--- config.mk ---
export PLATFORM = sky130hd
export DESIGN_NAME = intpol2_window_feeder
export DESIGN_NICKNAME = d
export VERILOG_FILES = /design/src/rtl/intpol2_window_feeder.sv
export SDC_FILE = /design/constraint.sdc
export NUM_CORES = 1
export LEC_CHECK = 0
export BUFFER_PORTS_ARGS = -buffer_cell sky130_fd_sc_hd__buf_2
export CORE_ASPECT_RATIO = 1.75
export CORE_MARGIN = 2
export CORE_UTILIZATION = 45
export CTS_BUF_LIST = sky130_fd_sc_hd__clkbuf_8
export DETAILED_ROUTE_END_ITERATION = 16
export PLACE_DENSITY_LB_ADDON = 0.1
export SLEW_MARGIN = 5
export SYNTH_ARGS = -nofsm -noshare
export SYNTH_HDL_FRONTEND = slang
export SYNTH_SLANG_ARGS = --single-unit
--- constraint.sdc ---
create_clock -name clk -period 5.2 [get_ports clk]
set_input_delay 1.3 -clock clk [delete_from_list [all_inputs] [get_ports clk]]
set_output_delay 1.3 -clock clk [all_outputs]
set_load 0.02 [all_outputs]
--- src/rtl/intpol2_window_feeder.sv ---
// Feeds a 3-sample sliding window to a 2-point interpolator core.
// Consecutive windows overlap by one sample: the last sample of a frame becomes m0 of the next.
module intpol2_window_feeder #(
   parameter int DATA_WIDTH = 32,
   parameter int MEM_SIZE_M = 2
) (
   input  logic                  clk,
   input  logic                  rst,
   input  logic                  enable,
   input  logic                  flush,
   input  logic [DATA_WIDTH-1:0] s_data,
   input  logic                  s_valid,
   output logic                  s_ready,
   input  logic [MEM_SIZE_M-1:0] M_addr_i,
   output logic [DATA_WIDTH-1:0] data_out,
   output logic                  start_o,
   input  logic                  done_i,
   output logic                  busy_o,
   output logic [15:0]           frame_cnt
);

   localparam logic [2:0] IDLE  = 3'd0;
   localparam logic [2:0] FILL  = 3'd1;
   localparam logic [2:0] START = 3'd2;
   localparam logic [2:0] WAIT  = 3'd3;
   localparam logic [2:0] SHIFT = 3'd4;

   logic [2:0]            state;
   logic [1:0]            wr_ptr;
   logic [1:0]            need;
   logic [DATA_WIDTH-1:0] mem [0:2];
   logic [DATA_WIDTH-1:0] rd_data;
   logic                  handshake;

   assign s_ready   = (state == FILL);
   assign handshake = s_valid && s_ready;
   assign busy_o    = (state != IDLE);
   // A flush arriving while in START cancels the pulse and the frame count.
   assign start_o   = (state == START) && !flush;

   always_ff @(posedge clk) begin
      if (rst) begin
         state     <= IDLE;
         wr_ptr    <= 2'd0;
         need      <= 2'd3;
         frame_cnt <= 16'd0;
      end else if (flush) begin
         state  <= IDLE;
         wr_ptr <= 2'd0;
         need   <= 2'd0;
      end else begin
         case (state)
            IDLE: begin
               if (enable) begin
                  state  <= FILL;
                  wr_ptr <= 2'd0;
                  need   <= 2'd3;
               end
            end
            FILL: begin
               if (handshake) begin
                  wr_ptr <= wr_ptr + 2'd1;
                  need   <= need - 2'd1;
                  if (need == 2'd1) begin
                     state <= START;
                  end
               end
            end
            START: begin
               frame_cnt <= frame_cnt + 16'd1;
               state     <= WAIT;
            end
            WAIT: begin
               if (done_i) begin
                  state <= SHIFT;
               end
            end
            SHIFT: begin
               if (enable) begin
                  state  <= FILL;
                  wr_ptr <= 2'd1;
                  need   <= 2'd2;
               end else begin
                  state  <= IDLE;
                  wr_ptr <= 2'd0;
                  need   <= 2'd3;
               end
            end
            default: begin
               state  <= IDLE;
               wr_ptr <= 2'd0;
               need   <= 2'd3;
            end
         endcase
      end
   end

   // Window storage is deliberately not reset; a flush or reset only invalidates it.
   always_ff @(posedge clk) begin
      if (!rst && !flush) begin
         if (handshake && (wr_ptr != 2'd3)) begin
            mem[wr_ptr] <= s_data;
         end else if (state == SHIFT) begin
            mem[0] <= mem[2];
         end
      end
   end

   always_comb begin
      rd_data = '0;
      for (int i = 0; i < 3; i++) begin
         if (32'(M_addr_i) == 32'(i)) begin
            rd_data = mem[i];
         end
      end
   end

   always_ff @(posedge clk) begin
      if (rst) begin
         data_out <= '0;
      end else begin
         data_out <= rd_data;
      end
   end

endmodule

Yosys cells after proc, flatten, opt, wreduce, memory -nomap -nowiden
Memory sizes are Yosys's and may differ from the RTL's.
Index checks and enable logic that the tools add are counted.
Widths: inputs -> output; s select.
{ "totals": {"ram_bits": 96, "out_inout_bits": 51, "inputBits": 40, "register_bits": 55, "wordCells": 70, "memories": 1} }
{ "classes": {"mux": 28, "n_reduce_logical": 16, "bitwise": 2, "n_eq_ne": 15, "add_sub_neg": 3} }
{ "memory_table": {"columns": ["name", "words", "width", "rd", "rd_ports_with_merged_regs", "wr", "line", "text"], "rows": [
  ["mem", 3, 32, 3, 0, 1, "31", "logic [DATA_WIDTH-1:0] mem [0:2];"]
]} }
{ "ops": {"columns": ["cell", "n"], "rows": [
  ["$mux 32", 4],
  ["$reduce_or 32->1", 1],
  ["$add 16x1->16 const B", 1],
  ["$pmux 2 s4", 2],
  ["$pmux 3 s5", 1],
  ["$mux 2", 6],
  ["$mux 3", 4],
  ["$mux 1", 11],
  ["$eq 3x2->1 const B", 2],
  ["$ne 2x1->1 const B", 3],
  ["$ne 2x2->1 const B", 3],
  ["$reduce_and 3->1", 2],
  ["$eq 2x1->1 const B", 2],
  ["$logic_and 1x1->1", 4],
  ["$reduce_and 4->1", 1],
  ["$reduce_or 2->1", 2],
  ["$eq 3x1->1 const B", 1],
  ["$eq 3x3->1 const B", 1],
  ["$logic_not 3->1", 1],
  ["$ne 3x2->1 const B", 1],
  ["$ne 3x3->1 const B", 1],
  ["$reduce_bool 3->1", 1],
  ["$add 2x1->2 const B", 1],
  ["$eq 2x2->1 const B", 1],
  ["other kinds (5)", 7]
]} }

Depth between registers and ports, before layout
{ "logic_depth": {"word_depth": 8, "depth_mapped": 6, "mapped_depth_nobuf": 6} }

Worst setup path after synthesis
Ideal clock, no wire load.
{ "synth_path": {"path_type": "input to register", "from": "input port s_valid", "to": "memory mem[0][0], enable pin", "setup_time_ps": 470, "arrival_ps": 4162, "n_path_buf": 1, "setup_slack_ps": 568, "path_stages": 3, "t_required_ps": 4730, "path_cell_list": "clkbuf_1 -> nand4b_1 -> o31ai_1"} }
{ "synth_via": {"elab_chain_cells": 7, "elab_cells_between_ends": 11, "classes_between": "mux: 8; reduce/logical: 3"} }
{ "synth_rtl": {"columns": ["element", "line", "text"], "rows": [
  ["start: declaration", "12", "input logic s_valid,"],
  ["$logic_and 1x1->1 *", "36", "assign handshake = s_valid && s_ready;"],
  ["$logic_and 1x1->1 *", "101", "if (handshake && (wr_ptr != 2'd3)) begin"],
  ["$mux 1", "101", null],
  ["$mux 1", "100", "if (!rst && !flush) begin"],
  ["$mux 1 (not written as such)", "104", "mem[0] <= mem[2];"],
  ["$reduce_or 32->1 (no line)", null, null],
  ["$mux 2 (no line) / $mux 1 (equally long branches)", null, null],
  ["end: declaration", "31", null]
]} }
Every way passes the cells marked *; elsewhere a longest branch is shown, timed or not.

Worst setup path after layout
{ "layout_path": {"from": "input port flush", "to": "output port start_o"} }
{ "layout_via": {"elab_chain_cells": 2} }
{ "layout_rtl": {"columns": ["element", "line", "text"], "rows": [
  ["start: declaration", "10", "input logic flush,"],
  ["$logic_not 1->1", "39", "assign start_o = (state == START) && !flush;"],
  ["$logic_and 1x1->1", "39", null],
  ["end: declaration", "16", "output logic start_o,"]
]} }
Every way passes these cells.

==> metrics <==
worst hold path class=reg -> reg; via count=3713; CP Max Fanout=11; Placed Cells=692; Routed WL per cell=16.7 um; clock sinks=151; layout cells sized above 1=30.2%; Critical Path RT=3900 ps; drt first-iter violations=162; first-pass GRT wire length=19.5 mm; unrepaired setup endpoints after global routing=false; Avg Vias per Cell=5.13; largest net degree at the start of global routing=54; Primary FF master, synth=edfxtp_1; initial antenna violation count=0; Clock Skew=19.1 ps; CTS root buf=clkbuf_8; I/O pin count=91; CP endpoint kind=primary output; Syn Inst Count=452; drt drc=0; sequential element share of the synthesized area=67.7%; Final Power=2.32 mW; Synth async-reset ratio=0%; Distinct cells, synth=42; number of setup buffers added after CTS=0; Post-synth EDFFs=96; Die Ht=155 um; Die Wd=90.5 um; final WL=12.1 mm; Core Box Area=12900 um^2; fin cells=724; kind of critical path=in -> out; I/O Buffers=90; Slew HR=38.3%; power density cells=335 nW/um^2; Max-cap violations=0; crit path DAT=2460 ps; Worst-Skew Late Latency=430 ps; post-detail-place hpwl=7.36 mm; CTS tree=built; Max Clock Freq=266 MHz; vias in the first global route=3844; CTS HTree Levels=4; TritonRoute pass-1 iters=4; footprint of the multi-input gates=1790 um^2; FF+latch count, synth=151; row count=55; min cycle time layout=3760 ps; nets=583; post-CTS sizing=0; initial core utilization=45.7%; Syn Std Cell Area=5890 um^2; area grow syn2layout=17.4%; Leakage=2.70 nW; syn_area_per_cell=13.0 um^2; Worst Tran Pin Value=923 ps; gpl congestion=0.891; status=finished, final reports clean; most common cell after layout, fill and taps aside=edfxtp_1; final setup violation count=0; post-synthesis net count=495; fin. max-slew vios=0; synth warn=0; Post-DRT Antenna Nets=0; ant diodes=0; VDD IR max=244 uV; Num CTS Buffers=17; clk buf depth=2; CTS clock-pin slew for the worst setup and hold paths=90 ps; GRT overflow=0; Die ar.=14000 um^2; FF/Latch Area=3980 um^2; Fin. Hold Viols=0; Fin Setup TNS=0 ps; Hold Buf Count CTS=0; most frequent cells in the layout=edfxtp_1, buf_2, nor2_1, dfxtp_1, a21oi_1; FILL cells=1167; period utilisation layout=72.2%; crit start category=primary input; Tot GR Track Use=17.9%
## flip-flops by register name, indices dropped and copies added (netlist names)
register / count
mem: 96
data_out: 32
frame_cnt: 16
state: 3
need: 2
wr_ptr: 2
## final timing paths
path	start	to	slack, ps	cells past startpoint
worst max-delay path	flush	start_o	1440	4
worst min-delay path	frame_cnt[15]	frame_cnt[15]	490	2
worst max register to register	state[0]	mem[0][22]	2360	4
worst min register to register	frame_cnt[15]	frame_cnt[15]	490	2
## cells in the mapped netlist, types with 2 or more instances
| cell | instances | area share (%) |
|---|---|---|
| nor3_1 | 3 | 0.25 |
| a31oi_1 | 2 | 0.21 |
| nand2_1 | 8 | 0.51 |
| nor4_1 | 2 | 0.21 |
| inv_1 | 8 | 0.51 |
| xor2_1 | 7 | 1.0 |
| ha_1 | 3 | 0.64 |
| clkbuf_1 | 23 | 1.5 |
| o31ai_1 | 4 | 0.51 |
| xnor2_1 | 3 | 0.45 |
| nor2_1 | 83 | 5.3 |
| or4_1 | 2 | 0.25 |
| nand4b_1 | 2 | 0.30 |
| or3_1 | 3 | 0.32 |
| mux2i_1 | 35 | 6.0 |
| edfxtp_1 | 96 | 49 |
| dfxtp_1 | 55 | 19 |
| mux2_2 | 33 | 6.3 |
| nand3_1 | 6 | 0.51 |
| o21ai_0 | 6 | 0.51 |
| a21oi_1 | 38 | 3.2 |
| nor3b_1 | 3 | 0.38 |
| nor2b_1 | 2 | 0.21 |
| nand4_1 | 6 | 0.64 |
| and3_1 | 2 | 0.21 |
## layout make-up
class                      count  area share (%)
tap                          171            3.10
timing repair buffer          96            7.17
multi-input combinational    266            25.9
clock buffer                  18            3.59
clock inverter                14            2.17
inverter                       8           0.435
sequential                   151            57.6
## worst max-delay path, stage by stage
cell and delay (ps):
buf_2 150, or4b_4 520, inv_1 260, buf_2 230
## stage by stage
step           hold WS, ps  util, %  setup slack (ps)  area [um^2]
4_1_cts                493     53.7              1440         6910
3_5_place_dp           480     50.6              1450         6510
2_1_floorplan          457        -               568         5890
6_report               490     53.7              1440         6910
5_1_grt                536     53.7              1400         6910
3_3_place_gp           461     50.6              1460         6510
## kinds of logic after synthesis
kind of cell / after synthesis / synth area share [%]
multiplexers: 68 / 12.3
AND/OR/NAND/NOR: 130 / 10.3
AO/OA/AOI/OAI: 55 / 5.10
XOR/XNOR: 10 / 1.49
buffers and inverters: 35 / 2.55
adder cells (fa/ha/maj): 3 / 0.638
flip-flops: 151 / 67.7
## power breakdown
group | internal (mW) | switching, mW | leakage (nW)
logic | 0.0511 | 0.0800 | 1.19
clock network | 0.444 | 0.450 | 0.198
registers | 1.29 | 0.00599 | 1.31
## routing by layer
metal | up-vias | wire [um] | global-route usage (%) | share of wire, %
li1 | 1801 | - | - | -
met1 | 1815 | 4910 | 19.4 | 41
met2 | 82 | 6540 | 33.0 | 54
met3 | 15 | 443 | 4.36 | 3.7
met4 | 0 | 221 | 7.33 | 1.8
met5 | - | 0 | 0 | 0
(Power assumes the default switching activity.)
